===== src/rtl/angle_pkg.sv =====
// Shared types and constants for the angle preprocessing stage.
// Float field limits and fixed-point degree constants used by the fold logic.
package angle_pkg;

  typedef enum logic [2:0] {
    ST_IDLE   = 3'd0,
    ST_UNPACK = 3'd1,
    ST_REDUCE = 3'd2,
    ST_FOLD   = 3'd3,
    ST_DONE   = 3'd4
  } angle_state_t;

  localparam int FLT_BIAS    = 127;
  localparam int FLT_MANT_W  = 24;
  localparam int FLT_EXP_INF = 255;

  // deg * 2^frac_w; 360 << 22 still fits in 32 bits.
  function automatic logic [31:0] deg_const(input int deg, input int frac_w);
    logic [31:0] v;
    v = 32'(deg);
    return v << frac_w;
  endfunction

endpackage


===== src/rtl/angle_prep_fp32_unpack.sv =====
// Combinational IEEE-754 single split: sign, mantissa with hidden bit,
// unbiased exponent, and zero/denormal and Inf/NaN flags.
module fp32_unpack
  import angle_pkg::*;
(
  input  logic                  data,
  input  logic [30:0]           body,
  output logic                  sign,
  output logic [FLT_MANT_W-1:0] mant,
  output logic signed [9:0]     exp_unb,
  output logic                  is_zero,
  output logic                  is_special
);

  logic [7:0] exp_raw;

  assign exp_raw    = body[30:23];
  assign sign       = data;
  assign mant       = {1'b1, body[22:0]};
  assign exp_unb    = $signed({2'b00, exp_raw}) - 10'(FLT_BIAS);
  assign is_zero    = (exp_raw == 8'd0);
  assign is_special = (exp_raw == 8'(FLT_EXP_INF));

endmodule


===== src/rtl/angle_prep.sv =====
// Reduces an fp32 angle in degrees exactly modulo 360 (one shift-subtract per
// cycle) and folds it into [-90, +90] with a cosine-negate flag.
module angle_prep
  import angle_pkg::*;
#(
  parameter int FRAC_W  = 16,
  parameter int ANGLE_W = 32
) (
  input  logic               clk,
  input  logic               reset,
  input  logic [31:0]        in_data,
  input  logic               in_valid,
  output logic               in_ready,
  output logic [ANGLE_W-1:0] out_angle,
  output logic               out_neg_cos,
  output logic               out_err,
  output logic               out_valid,
  input  logic               out_ready
);

  localparam int R_W = FRAC_W + 10;
  localparam int C_W = ((ANGLE_W > R_W) ? ANGLE_W : R_W) + 2;

  localparam logic [R_W-1:0]          M     = R_W'(deg_const(360, FRAC_W));
  localparam logic [R_W:0]            M_X   = (R_W + 1)'(deg_const(360, FRAC_W));
  localparam logic signed [C_W-1:0]   D90   = C_W'(deg_const(90, FRAC_W));
  localparam logic signed [C_W-1:0]   D180  = C_W'(deg_const(180, FRAC_W));
  localparam logic signed [C_W-1:0]   D270  = C_W'(deg_const(270, FRAC_W));
  localparam logic signed [C_W-1:0]   D360  = C_W'(deg_const(360, FRAC_W));
  localparam logic signed [10:0]      S_ADJ = 11'(FRAC_W - (FLT_MANT_W - 1));

  angle_state_t state;

  logic [31:0]    in_reg;
  logic [R_W-1:0] r;
  logic [7:0]     cnt;
  logic           sign_q;
  logic           err_q;

  logic                  u_sign;
  logic [FLT_MANT_W-1:0] u_mant;
  logic signed [9:0]     u_exp;
  logic                  u_zero;
  logic                  u_special;

  fp32_unpack u_unpack (
    .data       (in_reg[31]),
    .body       (in_reg[30:0]),
    .sign       (u_sign),
    .mant       (u_mant),
    .exp_unb    (u_exp),
    .is_zero    (u_zero),
    .is_special (u_special)
  );

  // s is the left shift that places the mantissa LSB at weight 2^-FRAC_W.
  logic signed [10:0] s_val;
  logic [10:0]        rshift;
  logic [R_W-1:0]     mant_ext;
  logic [R_W-1:0]     r_shr;

  assign s_val    = $signed({u_exp[9], u_exp}) + S_ADJ;
  assign rshift   = 11'(-s_val);
  assign mant_ext = R_W'(u_mant);
  assign r_shr    = mant_ext >> rshift;

  // r < M always holds, so a single conditional subtract keeps 2r reduced.
  logic [R_W:0]   r_dbl;
  logic [R_W-1:0] r_next;

  always_comb begin
    r_dbl  = {r, 1'b0};
    r_next = (r_dbl >= M_X) ? R_W'(r_dbl - M_X) : R_W'(r_dbl);
  end

  logic [R_W-1:0]        r_fold;
  logic signed [C_W-1:0] r_s;
  logic signed [C_W-1:0] fold_ang;
  logic                  fold_neg;

  always_comb begin
    r_fold = r;
    if (sign_q && (r != '0)) begin
      r_fold = M - r;
    end
    r_s      = $signed(C_W'(r_fold));
    fold_ang = '0;
    fold_neg = 1'b0;
    if (r_s < D90) begin
      fold_ang = r_s;
    end else if (r_s < D270) begin
      fold_ang = D180 - r_s;
      fold_neg = 1'b1;
    end else begin
      fold_ang = r_s - D360;
    end
    if (err_q) begin
      fold_ang = '0;
      fold_neg = 1'b0;
    end
  end

  always_ff @(posedge clk) begin
    if (reset) begin
      state       <= ST_IDLE;
      in_reg      <= '0;
      r           <= '0;
      cnt         <= '0;
      sign_q      <= 1'b0;
      err_q       <= 1'b0;
      out_angle   <= '0;
      out_neg_cos <= 1'b0;
      out_err     <= 1'b0;
    end else begin
      case (state)
        ST_IDLE: begin
          if (in_valid) begin
            in_reg <= in_data;
            state  <= ST_UNPACK;
          end
        end
        ST_UNPACK: begin
          sign_q <= u_sign;
          err_q  <= u_special;
          cnt    <= '0;
          if (u_zero || u_special) begin
            r     <= '0;
            state <= ST_FOLD;
          end else if (s_val <= 11'sd0) begin
            r     <= r_shr;
            state <= ST_FOLD;
          end else begin
            r     <= mant_ext;
            cnt   <= 8'(s_val);
            state <= ST_REDUCE;
          end
        end
        ST_REDUCE: begin
          r   <= r_next;
          cnt <= cnt - 8'd1;
          if (cnt == 8'd1) begin
            state <= ST_FOLD;
          end
        end
        ST_FOLD: begin
          out_angle   <= ANGLE_W'(fold_ang);
          out_neg_cos <= fold_neg;
          out_err     <= err_q;
          state       <= ST_DONE;
        end
        ST_DONE: begin
          if (out_ready) begin
            state <= ST_IDLE;
          end
        end
        default: state <= ST_IDLE;
      endcase
    end
  end

  assign in_ready  = (state == ST_IDLE);
  assign out_valid = (state == ST_DONE);

endmodule


===== config.mk =====
export PLATFORM = sky130hd
export DESIGN_NAME = angle_prep
export DESIGN_NICKNAME = d
export VERILOG_FILES = /design/src/rtl/angle_pkg.sv /design/src/rtl/angle_prep_fp32_unpack.sv /design/src/rtl/angle_prep.sv
export SDC_FILE = /design/constraint.sdc
export NUM_CORES = 1
export LEC_CHECK = 0
export CELL_PAD_IN_SITES_DETAIL_PLACEMENT = 1
export CELL_PAD_IN_SITES_GLOBAL_PLACEMENT = 1
export CORE_UTILIZATION = 47
export DETAILED_ROUTE_END_ITERATION = 8
export PLACE_DENSITY = 0.84
export REMOVE_ABC_BUFFERS = 1
export SYNTH_ARGS = -nofsm -noshare
export SYNTH_HDL_FRONTEND = slang
export SYNTH_SLANG_ARGS = --single-unit
export TNS_END_PERCENT = 1

===== constraint.sdc =====
create_clock -name clk -period 8.05 [get_ports clk]
set_input_delay 2.415 -clock clk [delete_from_list [all_inputs] [get_ports clk]]
set_output_delay 2.415 -clock clk [all_outputs]
set_load 0.005 [all_outputs]

==> results of run 1 <==
final cells by class:
class,instances,area (sq um)
multi-input combinational,853,5640
tap,220,275
inverter,19,71.3
clock buffer,11,243
clock inverter,4,26.3
fill,2122,7620
sequential,100,2000
timing repair buffer,86,818
power by group through the flow:
stage	combinational, uW	sequential (uW)	clock, uW
detailed placement	802	625	0
CTS	807	613	429
global placement	789	622	0
floorplan	581	604	0
finish	815	615	424
global route	895	625	447
Yosys cell counts (9+ instances only):
cell and count:
nand2_1 169, dfxtp_1 100, nor2_1 87, a21oi_1 85
clkbuf_1 70, xnor2_1 39, o21ai_0 35, nor3_1 33
xor2_1 25, mux2i_1 24, nand3_1 24, a211oi_1 23
o21ai_1 19, a22oi_1 18, inv_1 18, mux4_2 16
a221oi_1 14, nor2b_1 14, ha_1 13, or3_1 13
nor4_1 12, nor3b_1 11, a31oi_1 9, mux2_2 9
through the flow:
| stage | instances | setup slack, ps | util | cell area (sq um) | hold WS, ps |
|---|---|---|---|---|---|
| 2_1_floorplan | 972 | 2520 | - | 7690 | 426 |
| 3_3_place_gp | 1278 | 3750 | 0.527 | 8810 | 433 |
| 3_5_place_dp | 1278 | 3640 | 0.527 | 8810 | 440 |
| 4_1_cts | 1293 | 3600 | 0.544 | 9080 | 451 |
| 5_1_grt | 1293 | 3190 | 0.544 | 9080 | 465 |
| 6_report | 1293 | 3530 | 0.544 | 9080 | 447 |
how the worst max path moves through the flow:
stage / startpoint / to / slack [ps] / cells after the start
4_1_cts: r[3] / out_angle[4] / 3600 / 12
2_1_floorplan: in_reg[23] / r[12] / 2520 / 9
3_5_place_dp: r[3] / out_angle[4] / 3640 / 12
5_1_grt: in_reg[23] / r[12] / 3190 / 12
6_report: r[3] / out_angle[4] / 3530 / 12
3_3_place_gp: r[3] / out_angle[4] / 3750 / 12
kinds of logic (layout without fill, tap and decap cells):
family,after synthesis,in the layout,share of synthesized area
multiplexers,49,49,0.0867
flip-flops,100,100,0.247
adder cells (fa/ha/maj),13,13,0.0201
buffers and inverters,109,120,0.0586
AO/OA/AOI/OAI,311,311,0.270
AND/OR/NAND/NOR,413,413,0.242
XOR/XNOR,67,67,0.0760
tightest hold or removal path, cell delays in order, from the launching register on:
cell,delay [ps]
dfxtp_1,310
nand2_1,50
o21ai_1,50
layer usage:
| layer | vias to the layer above | GRT usage | part of all wire |
|---|---|---|---|
| met1 | 3973 | 0.384 | 0.47 |
| li1 | 3905 | - | - |
| met4 | 0 | 0.0953 | 0.023 |
| met5 | - | 0 | 0 |
| met3 | 31 | 0.0225 | 0.033 |
| met2 | 201 | 0.463 | 0.47 |
==> run metrics, run 1 <==
worst hold start=out_angle[13]; PostCTS Resize Cnt=0; Layout Area Growth over Synthesis=12.1%; first-pass GRT wire length=40600 um; nets=1118; final setup vio count=0; DP HPWL=18100 um; CTS Hold Bufs=0; initial antenna violation count=0; outcome=finished clean; TritonCTS clock tree=done; register-to-register setup slack=3530 ps; crit path DAT=4760 ps; Cells after Synth=1062; Crit path required time=around 8300 ps; static leakage power=0.00312 uW; Die Area=approximately 18000 sq um; Reg2Reg Depth=12; num ports=around 70; Fin. Hold Viols=0; WL/cell=19.0 um; clk sinks=100; Total Wirelength=about 25000 um; latest clock arrival within the worst-skew pair=roughly 360 ps; Hold Path Cell Cnt=2; std cell rows=47; sw frac=0.427; post-synthesis sequential area ratio=0.247; skew final=6.62 ps; crit path buf inv count=2; Root Driver=clkbuf_16; slowest stage delay, CP=a little over 700 ps; Fmax=221 MHz; Distinct cells, synth=87; Setup Buffers After CTS=0; Synth Flop Type=dfxtp_1; commonest non-fill, non-tap cells in the layout=nand2_1, dfxtp_1, nor2_1, a21oi_1, clkdlybuf4s50_1; TritonCTS Buffers=9; area leader, netlist=dfxtp_1; Core Box Area=around 17000 sq um; reg-to-reg endpoint=out_angle[4]; vias in the first global route=7814; Die X=133 um; Worst Hold Class=flip-flop to flip-flop; Initial Util=0.485; clock slew at reported path FFs=70 ps; Clock H-tree levels=3; via count=8110; max reg flops=32; Avg Inst Size Synth=~7.6 sq um; Clk pwr share=0.229; Tot GR Track Use=0.280; DIE HEIGHT=133 um; #FFs+latches synth=100; synth warn=0; GP Congestion=0.928; initial DRC count=577; largest cells by area after synthesis=dfxtp_1, nand2_1, a21oi_1; Post-Syn Area=8100 sq um; port bufs=71; commonest non-fill, non-tap cell in the layout=nand2_1; first drt pass iteration count=6; gr ovfl total=0; kind of critical path=flip-flop to flip-flop; Yosys top cell area share=0.247; final setup TNS=0 ps; Peak VDD IR=0.000122 V; Worst-Margin Slew=~1100 ps; Crit Reg-Reg Startpoint=r[3]; largest net degree at the start of global routing=50; Pwr Total=1850 uW; Routed Antenna Nets=0; worst-path maximum fanout=24; ANT cells=0; crit-path cells=or4_1 -> or4_1 -> o31ai_2 -> buf_4 -> a21o_4 -> xor2_1 -> o32ai_2 -> o211ai_2 -> buf_4 -> mux2i_1 -> a211oi_1 -> o31ai_2; Hold Path End=out_angle[13]; slew margin rel.=0.260; Net Sw Power=793 uW; post-route minimum period=4520 ps; DRC errors left=0; max-cap violation count=0; final slew viol count=0; Max clock buf depth=2; power share of the combinational group=0.440; number of synthesized flops with an enable pin=0; layout cell share with drive strength beyond 1=0.0848; Pint=1060 uW; CP Launch Type=flip-flop; RSZ-0062 raised after global routing=false; Flop pwr share=0.332; CP max stage cell=or4_1; Async SR Flop Fraction=0; CP Capture Type=flip-flop; CP top delay family=compound AO/OA/AOI/OAI gates; Vias/cell=around 6.3; final worst path period share=0.561; PwrDens=204 nW/um^2
No activity file was read; power rests on OpenSTA's default activity.
==> run 2: changes to the inputs <==
--- a/config.mk
+++ b/config.mk
@@ -7,9 +7,9 @@
 export LEC_CHECK = 0
 export CELL_PAD_IN_SITES_DETAIL_PLACEMENT = 1
 export CELL_PAD_IN_SITES_GLOBAL_PLACEMENT = 1
-export CORE_UTILIZATION = 47
+export CORE_UTILIZATION = 44
 export DETAILED_ROUTE_END_ITERATION = 8
-export PLACE_DENSITY = 0.84
+export PLACE_DENSITY = 0.79
 export REMOVE_ABC_BUFFERS = 1
 export SYNTH_ARGS = -nofsm -noshare
 export SYNTH_HDL_FRONTEND = slang
==> constraint.sdc (replaced) <==
create_clock -name clk -period 4.5 [get_ports clk]
set_input_delay 1.35 -clock clk [delete_from_list [all_inputs] [get_ports clk]]
set_output_delay 1.35 -clock clk [all_outputs]
set_load 0.005 [all_outputs]
==> run 2 against run 1 <==
Against the previous run: hold slack got worse by 5.9 ps; combinational power rose by 91%; wire length rose by 4.0%; worst setup slack got worse by 3300 ps; critical path depth fell by 2; critical endpoint is now out_angle[20].
==> run metrics, run 2 (synthesis results as in run 1) <==
DR WL met3=710 um (-14%); final instance area=9270 sq um (+2.1%); Crit Reg-Reg Startpoint=r[4]; Pwr Total=3410 uW (+84%); skew final=9.58 ps (+2.96 ps); WL/cell=19.3 um (+1.5%); std cell rows=49 (+4.3%); max-cap violation count=0 (unchanged); Clock H-tree levels=3 (unchanged); final worst path period share=0.945 (+0.383); initial antenna violation count=0 (unchanged); Tot GR Track Use=0.279 (-0.00142); TritonCTS clock tree=done; worst hold start=out_angle[6]; Final WS setup=249 ps (-3280 ps); RSZ-0062 raised after global routing=false; clk sinks=100 (unchanged); max reg flops=32 (unchanged); worst-path maximum fanout=17 (-29%); Root Driver=clkbuf_16; Worst-Margin Slew=1160 ps (+50.7 ps); outcome=finished clean; post-route minimum period=4250 ps (-268 ps); CP Capture Type=flip-flop; Reg2Reg Depth=10 (-2); first drt pass iteration count=5 (-1); Fin. Hold Viols=0 (unchanged); latest clock arrival within the worst-skew pair=360 ps (about the same); kind of critical path=flip-flop to flip-flop; register-to-register setup slack=250 ps (-3280 ps); slew margin rel.=0.224 (-0.0357); Hold Path End=out_angle[6]; Hold Path Cell Cnt=2 (unchanged); post-layout util=0.514 (-0.0292); ANT cells=0 (unchanged); Top Metal Used=met4; first-pass GRT wire length=41300 um (+1.8%); final setup vio count=0 (unchanged); PwrDens=368 nW/um^2 (+80%); Layout Area Growth over Synthesis=14.5%; layout cell share with drive strength beyond 1=0.103 (+0.0183); initial DRC count=650 (+13%); final slew viol count=0 (unchanged); met2 routed WL=12400 um (+7.6%); Routed Antenna Nets=0 (unchanged); static leakage power=0.00324 uW (+3.6%); Total Wirelength=25500 um (+4.0%); DP HPWL=19400 um (+7.2%); placed insts=1309 (+2.4%); crit path DAT=4500 ps (-260 ps); Crit path required time=4750 ps (-3540 ps); Vias/cell=6.15 (-1.9%); Die Area=18900 sq um (+6.7%); vias in the first global route=7804 (-0.13%); commonest non-fill, non-tap cells in the layout=nand2_1, dfxtp_1, nor2_1, a21oi_1, clkdlybuf4s50_1; Core Box Area=18000 sq um (+7.9%); reg-to-reg endpoint=out_angle[20]; commonest non-fill, non-tap cell in the layout=nand2_1; via count=8152 (+0.52%); port bufs=71 (unchanged); nets=1140 (+2.0%); GP Congestion=0.932 (+0.38%); Cell Area, Placed=9000 sq um (+2.2%); CTS Hold Bufs=0 (unchanged); Setup Buffers After CTS=0 (unchanged); DP Worst Slack=239 ps (-3400 ps); gr ovfl total=0 (unchanged); Peak VDD IR=0.000224 V (+83%); largest net degree at the start of global routing=75 (+50%); num ports=72 (unchanged); TritonCTS Buffers=9 (unchanged); clock slew at reported path FFs=70 ps (about the same); Post-Route M1 WL=11600 um (-0.30%); Initial Util=0.449 (-0.0356); Fmax=235 MHz (+6.3%); Worst Hold Class=flip-flop to flip-flop; Layout Cells excl Fill=1325 (+2.5%); DIE HEIGHT=138 um (+3.3%); Die X=138 um (+3.3%); PostCTS Resize Cnt=0 (unchanged); CP Launch Type=flip-flop; DRC errors left=0 (unchanged); Max clock buf depth=2 (unchanged)
[run 2: layout make-up]
cell class	count	area, sq um
Fill cell	2270	8750
Timing Repair Buffer	108	996
Inverter	19	71.3
Clock inverter	4	35.0
Clock buffer	12	236
Multi-Input combinational cell	853	5640
Tap cell	229	287
Sequential cell	100	2000
[run 2: routing by layer]
layer / global-route usage / up-vias
li1: - / 3959
met1: 0.355 / 3977
met2: 0.472 / 177
met3: 0.0276 / 39
met4: 0.126 / 0
met5: 0 / -
[run 2: worst max-delay path by stage]
stage,startpoint,endpoint,slack (ps)
after floorplan,in_reg[23],r[12],-1030
final,r[4],out_angle[20],250
after global placement,r[4],out_angle[20],350
after detailed placement,r[4],out_angle[20],240
after global routing,r[4],out_angle[20],50
after CTS,r[4],out_angle[20],230
[run 2: critical path, cell delays in order (launching register included)]
cell	delay, ps
dfxtp_1	450
or4_1	710
or4_1	570
o31a_1	600
a211oi_4	410
o2111ai_4	200
nor4_4	400
and3_1	240
o21ai_2	110
a31o_1	250
a31o_1	200
[run 2: per-stage QoR]
stage,hold WS [ps],setup TNS (ps)
detailed placement,438,0
CTS,448,0
global route,467,0
floorplan,426,-22210
global placement,434,0
finish,441,0
[run 2: where the power goes]
part / leakage [uW] / internal, uW / switching [uW]
registers: 0.000813 / 956 / 134
logic: 0.00229 / 601 / 960
clock network: 0.000131 / 382 / 380
==> run 3: changes to the inputs <==
--- a/config.mk
+++ b/config.mk
@@ -7,6 +7,7 @@
 export LEC_CHECK = 0
 export CELL_PAD_IN_SITES_DETAIL_PLACEMENT = 1
 export CELL_PAD_IN_SITES_GLOBAL_PLACEMENT = 1
+export CORE_MARGIN = 3
 export CORE_UTILIZATION = 44
 export DETAILED_ROUTE_END_ITERATION = 8
 export PLACE_DENSITY = 0.79
==> run 3 against run 2 <==
Against the previous run: die area grew 5.9%; highest routed layer unchanged; count of clock-buffer cells in the layout is the same; sequential power is essentially flat; cell count is the same; combinational power is essentially flat; non-clock buffer count grew 6; largest power group unchanged; hold slack gained 4.9 ps; design area grew 0.65%; wire length shrank 0.97%; critical path type unchanged; clock skew shrank 1.2 ps.
==> run metrics, run 3 (synthesis results as in run 1) <==
outcome=finished clean; RSZ-0062 raised after global routing=false; CP Capture Type=flip-flop; power share of the combinational group=0.441 (-0.016); Pwr Total=3480 uW (+1.9%); port bufs=71 (unchanged); Layout Area Growth over Synthesis=15.3%; gr ovfl total=0 (unchanged); final worst path period share=0.929 (-0.0158); TritonCTS Buffers=9 (unchanged); Net Sw Power=1420 uW (-3.7%); first-pass GRT wire length=42200 um (+2.2%); initial antenna violation count=0 (unchanged); final slew viol count=0 (unchanged); DRC errors left=0 (unchanged); crit path DAT=4430 ps (-70 ps); Setup Buffers After CTS=0 (unchanged); Fmax=239 MHz (+1.7%); Clk pwr share=0.244 (+0.021); clock slew at reported path FFs=70 ps (about the same); Tot GR Track Use=0.254 (-0.0250); clk sinks=100 (unchanged); Core Box Area=17700 sq um (-2.0%); Vias/cell=6.17 (+0.21%); Die X=142 um (+2.9%); layout cell share with drive strength beyond 1=0.106 (+0.00326); Initial Util=0.458 (+0.00936); std cell rows=48 (-2.0%); kind of critical path=flip-flop to flip-flop; Max clock buf depth=2 (unchanged); slew margin rel.=0.244 (+0.0201); Top Metal Used=met4; WL/cell=19.1 um (-0.97%); post-route minimum period=4180 ps (-71.1 ps); skew final=8.37 ps (-1.20 ps); Fin. Hold Viols=0 (unchanged); commonest non-fill, non-tap cells in the layout=nand2_1, dfxtp_1, nor2_1, a21oi_1, clkdlybuf4s50_1; final setup vio count=0 (unchanged); first drt pass iteration count=6 (+1); via count=8169 (+0.21%); static leakage power=0.00328 uW (+1.2%); PwrDens=373 nW/um^2 (+1.2%); CTS Hold Bufs=0 (unchanged); commonest non-fill, non-tap cell in the layout=nand2_1; ANT cells=0 (unchanged); post-layout util=0.529 (+0.0141); DR WL met3=1020 um (+44%); Worst-Margin Slew=1130 ps (-30.1 ps); Root Driver=clkbuf_16; sw frac=0.408 (-0.0235); Die Area=20100 sq um (+5.9%); DP HPWL=18800 um (-3.0%); DIE HEIGHT=142 um (+2.9%); met2 routed WL=12300 um (-1.5%); Pint=2060 uW (+6.1%); latest clock arrival within the worst-skew pair=350 ps (about the same); worst-path maximum fanout=22 (+5); nets=1146 (+0.53%); max-cap violation count=0 (unchanged); Peak VDD IR=0.000201 V (-10%); largest net degree at the start of global routing=40 (-47%); GP Congestion=0.934 (+0.29%); CP Launch Type=flip-flop; Post-Route M1 WL=11500 um (-0.60%); Worst Hold Class=flip-flop to flip-flop; Crit path required time=4750 ps (about the same); Total Wirelength=25300 um (-0.97%); max reg flops=32 (unchanged); Clock H-tree levels=3 (unchanged); num ports=72 (unchanged); vias in the first global route=8024 (+2.8%); PostCTS Resize Cnt=0 (unchanged); TritonCTS clock tree=done; Routed Antenna Nets=0 (unchanged); initial DRC count=584 (-10%); Flop pwr share=0.315 (-0.004)
-- run 3: changes by cell type in the layout (fill, tap and decap cells not counted), sizes merged --
cell / previous run / this run
buf: 38 / 44
bufinv: 0 / 2
clkinv: 4 / 1
inv: 19 / 18
-- run 3: cell type report --
class / instances / area, sq um
inverter: 19 / 71.3
fill: 2214 / 8320
timing repair buffer: 114 / 1030
clock inverter: 2 / 60.1
clock buffer: 12 / 246
tap: 225 / 282
sequential: 100 / 2000
multi-input combinational: 853 / 5640
-- run 3: power groups by stage --
stage               clock network [uW]  registers, uW  logic [uW]
CTS                                873           1090        1520
floorplan                            0           1080        1040
finish                             849           1100        1530
detailed placement                   0           1110        1510
global placement                     0           1110        1480
global route                       909           1110        1690
-- run 3: metrics by stage --
| step | instance area, sq um | setup WS, ps | instances | hold slack, ps | TNS [ps] |
|---|---|---|---|---|---|
| final | 9330 | 320 | 1325 | 446 | 0 |
| after detailed placement | 9030 | 403 | 1311 | 441 | 0 |
| after global placement | 9030 | 497 | 1311 | 432 | 0 |
| after CTS | 9330 | 380 | 1325 | 450 | 0 |
| after floorplan | 7690 | -1030 | 972 | 426 | -22210 |
| after global routing | 9330 | 65.3 | 1325 | 468 | 0 |
-- run 3: worst max-delay path, stage by stage (launching register included) --
cell	delay [ps]
dfxtp_1	440
or4_4	600
or4_1	610
o31a_1	410
buf_4	240
mux2i_1	370
o211ai_2	220
nor4_4	460
a41oi_1	210
a21boi_1	190
xnor2_1	140
a22o_1	190
-- run 3: final timing paths --
path | start | cells past startpoint | endpoint | slack (ps)
setup / recovery | r[13] | 11 | out_angle[23] | 320
hold / removal | out_angle[19] | 2 | out_angle[19] | 450
setup reg to reg | r[13] | 11 | out_angle[23] | 320
hold reg to reg | out_angle[19] | 2 | out_angle[19] | 450
-- run 3: routing by layer --
metal	vias up	track usage
met5	-	0
met3	33	0.0357
met2	208	0.430
met1	3962	0.336
met4	0	0.0742
li1	3966	-
==> variant (settings of run 3) <==
Re-encode `angle_state_t` (5 states) as one-hot, 5 bits wide.
--- a/src/rtl/angle_pkg.sv
+++ b/src/rtl/angle_pkg.sv
@@ -2,12 +2,12 @@
 // Float field limits and fixed-point degree constants used by the fold logic.
 package angle_pkg;
 
-  typedef enum logic [2:0] {
-    ST_IDLE   = 3'd0,
-    ST_UNPACK = 3'd1,
-    ST_REDUCE = 3'd2,
-    ST_FOLD   = 3'd3,
-    ST_DONE   = 3'd4
+  typedef enum logic [4:0] {
+    ST_IDLE   = 5'b00001,
+    ST_UNPACK = 5'b00010,
+    ST_REDUCE = 5'b00100,
+    ST_FOLD   = 5'b01000,
+    ST_DONE   = 5'b10000
   } angle_state_t;
 
   localparam int FLT_BIAS    = 127;
Behaviour: no difference found for any inputs over 4 cycles, from zero or initial values and one cycle with reset high; so few cycles prove little.
==> variant against run 3 <==
- critical path depth up 2
- wire length increased by 6.5%
- worst setup slack better by 63 ps
- clock skew fell by 1.1 ps
- cell area down 0.93%
- area after synthesis down 1.9%
- sequential cell count is 2 higher
- count of clock-buffer cells in the layout fell by 1
- power rose by 22%
- largest cell class unchanged
==> variant: results (changes against run 3) <==
synth cell count leaders=157 x nand2_1, 102 x dfxtp_1, 96 x a21oi_1; Pre-Repair DR Iteration Count=5 (-1); layout cells sized above 1=0.100 (-0.00636); commonest register cell after synthesis=dfxtp_1; first-pass GRT wire length=44400 µm (+5.2%); number of buffers added on ports=71 (unchanged); Iteration-0 DRC Markers=537 (-8.0%); Fillers=2187 (-1.2%); YS warnings=0 (unchanged); Bufs on Longest Clock Path=2 (unchanged); Arrival @ worst endpoint=4400 ps (-30 ps); Global Route Usage Sum=0.274 (+0.0201); placed instance area=8910 µm² (-1.2%); critical-path maximum fanout=8 (-64%); Overflow after GRT=0 (unchanged); outcome=completed; met2 Use GR=0.477 (+0.0465); Layout Nets=1164 (+1.6%); HP Class=register to register; Max transition margin=0.394 (+0.150); sequential area share after synthesis=0.257 (+0.00996); post-synth cell types=87 (unchanged); number of CTS-inserted buffers=9 (unchanged); GPL Wtd Cong=0.971 (+4.0%); drc violations=0 (unchanged); PostCTS Resize Cnt=0 (unchanged); max FFs per register=32 (unchanged); hpwl dp=20000 µm (+6.1%); ANT cells=0 (unchanged); met1 usage in global routing=0.359 (+0.0224); drt total wl=26900 µm (+6.5%); largest net degree at the start of global routing=64 (+60%); vias in the first global route=8289 (+3.3%); Clk Latency, worst-skew pair=around 360 ps; Clock Skew=7.29 ps (-1.09 ps); Max VDD drop=334 µV (+66%); antenna violations before repair=0 (unchanged); Clock H-tree levels=3 (unchanged); drt via density=6.17 (+0.12%); Post-synth ARST share=0 (unchanged); P_leak=0.00331 µW (+1.0%); clk root buf=clkbuf_16; clk slew on worst S/H paths=70 ps (about the same); largest cells by area after synthesis=dfxtp_1 26%, nand2_1 7.4%, a21oi_1 6.1%; Post-CTS Setup Bufs=0 (unchanged); grt met3 use=0.0318 (-0.00397)
[variant: layout make-up]
class	instances	area (µm²)	share of cell area
multi-input cells	856	5410	0.585
flip-flops and latches	102	2040	0.221
repair buffers	121	1090	0.118
well taps	225	282	0.0304
clock buffers	11	243	0.0263
inverters	25	93.8	0.0101
clock inverters	5	81.3	0.00880
[variant: per-layer routing]
metal	vias up	routed length, µm
li1	4001	-
met1	4065	12100
met2	204	13300
met3	32	955
met4	0	518
met5	-	0
[variant: logic make-up (layout without fill, tap and decap cells)]
family | after synthesis | after routing | synth area share
xor+xnor | 58 | 58 | 0.0649
mux | 38 | 38 | 0.0632
buf+inv | 113 | 162 | 0.0626
flops | 102 | 102 | 0.257
simple gates | 425 | 425 | 0.255
fa+ha+maj | 13 | 13 | 0.0205
compound gates | 322 | 322 | 0.276
[variant: path summary, 6_finish.rpt]
path	start	end	slack, ps	cells past startpoint
min	out_angle[11]$_SDFFE_PP0P_	out_angle[11]$_SDFFE_PP0P_	450	2
max reg2reg	r[0]$_SDFFE_PP0P_	out_angle[23]$_SDFFE_PP0P_	380	13
min reg2reg	out_angle[11]$_SDFFE_PP0P_	out_angle[11]$_SDFFE_PP0P_	450	2
max	r[0]$_SDFFE_PP0P_	out_angle[23]$_SDFFE_PP0P_	380	13
[variant: power breakdown]
part | internal, µW | leakage [µW] | switching (µW)
Combinational | 824 | 0.00233 | 1390
Sequential | 988 | 0.000829 | 160
Clock | 505 | 0.000156 | 382
[variant: critical path, cell delays in order (launching register included)]
cell and delay (ps):
dfxtp_1 340, inv_1 160, ha_1 280, or4b_1 490, buf_4 200, o41ai_1 380, xor2_1 340, nand2_1 160
nor4_2 470, a41oi_1 390, nor2b_2 240, o21ai_1 120, a211o_1 310, a31oi_1 160
[variant: metrics by stage]
stage                     instances  hold slack [ps]  setup slack (ps)   util
after floorplan                 983              426             -1880      -
after global placement         1329              433               500  0.510
after detailed placement       1329              439               433  0.510
after CTS                      1345              450               344  0.529
after global routing           1345              480              38.8  0.529
final                          1345              448               383  0.529
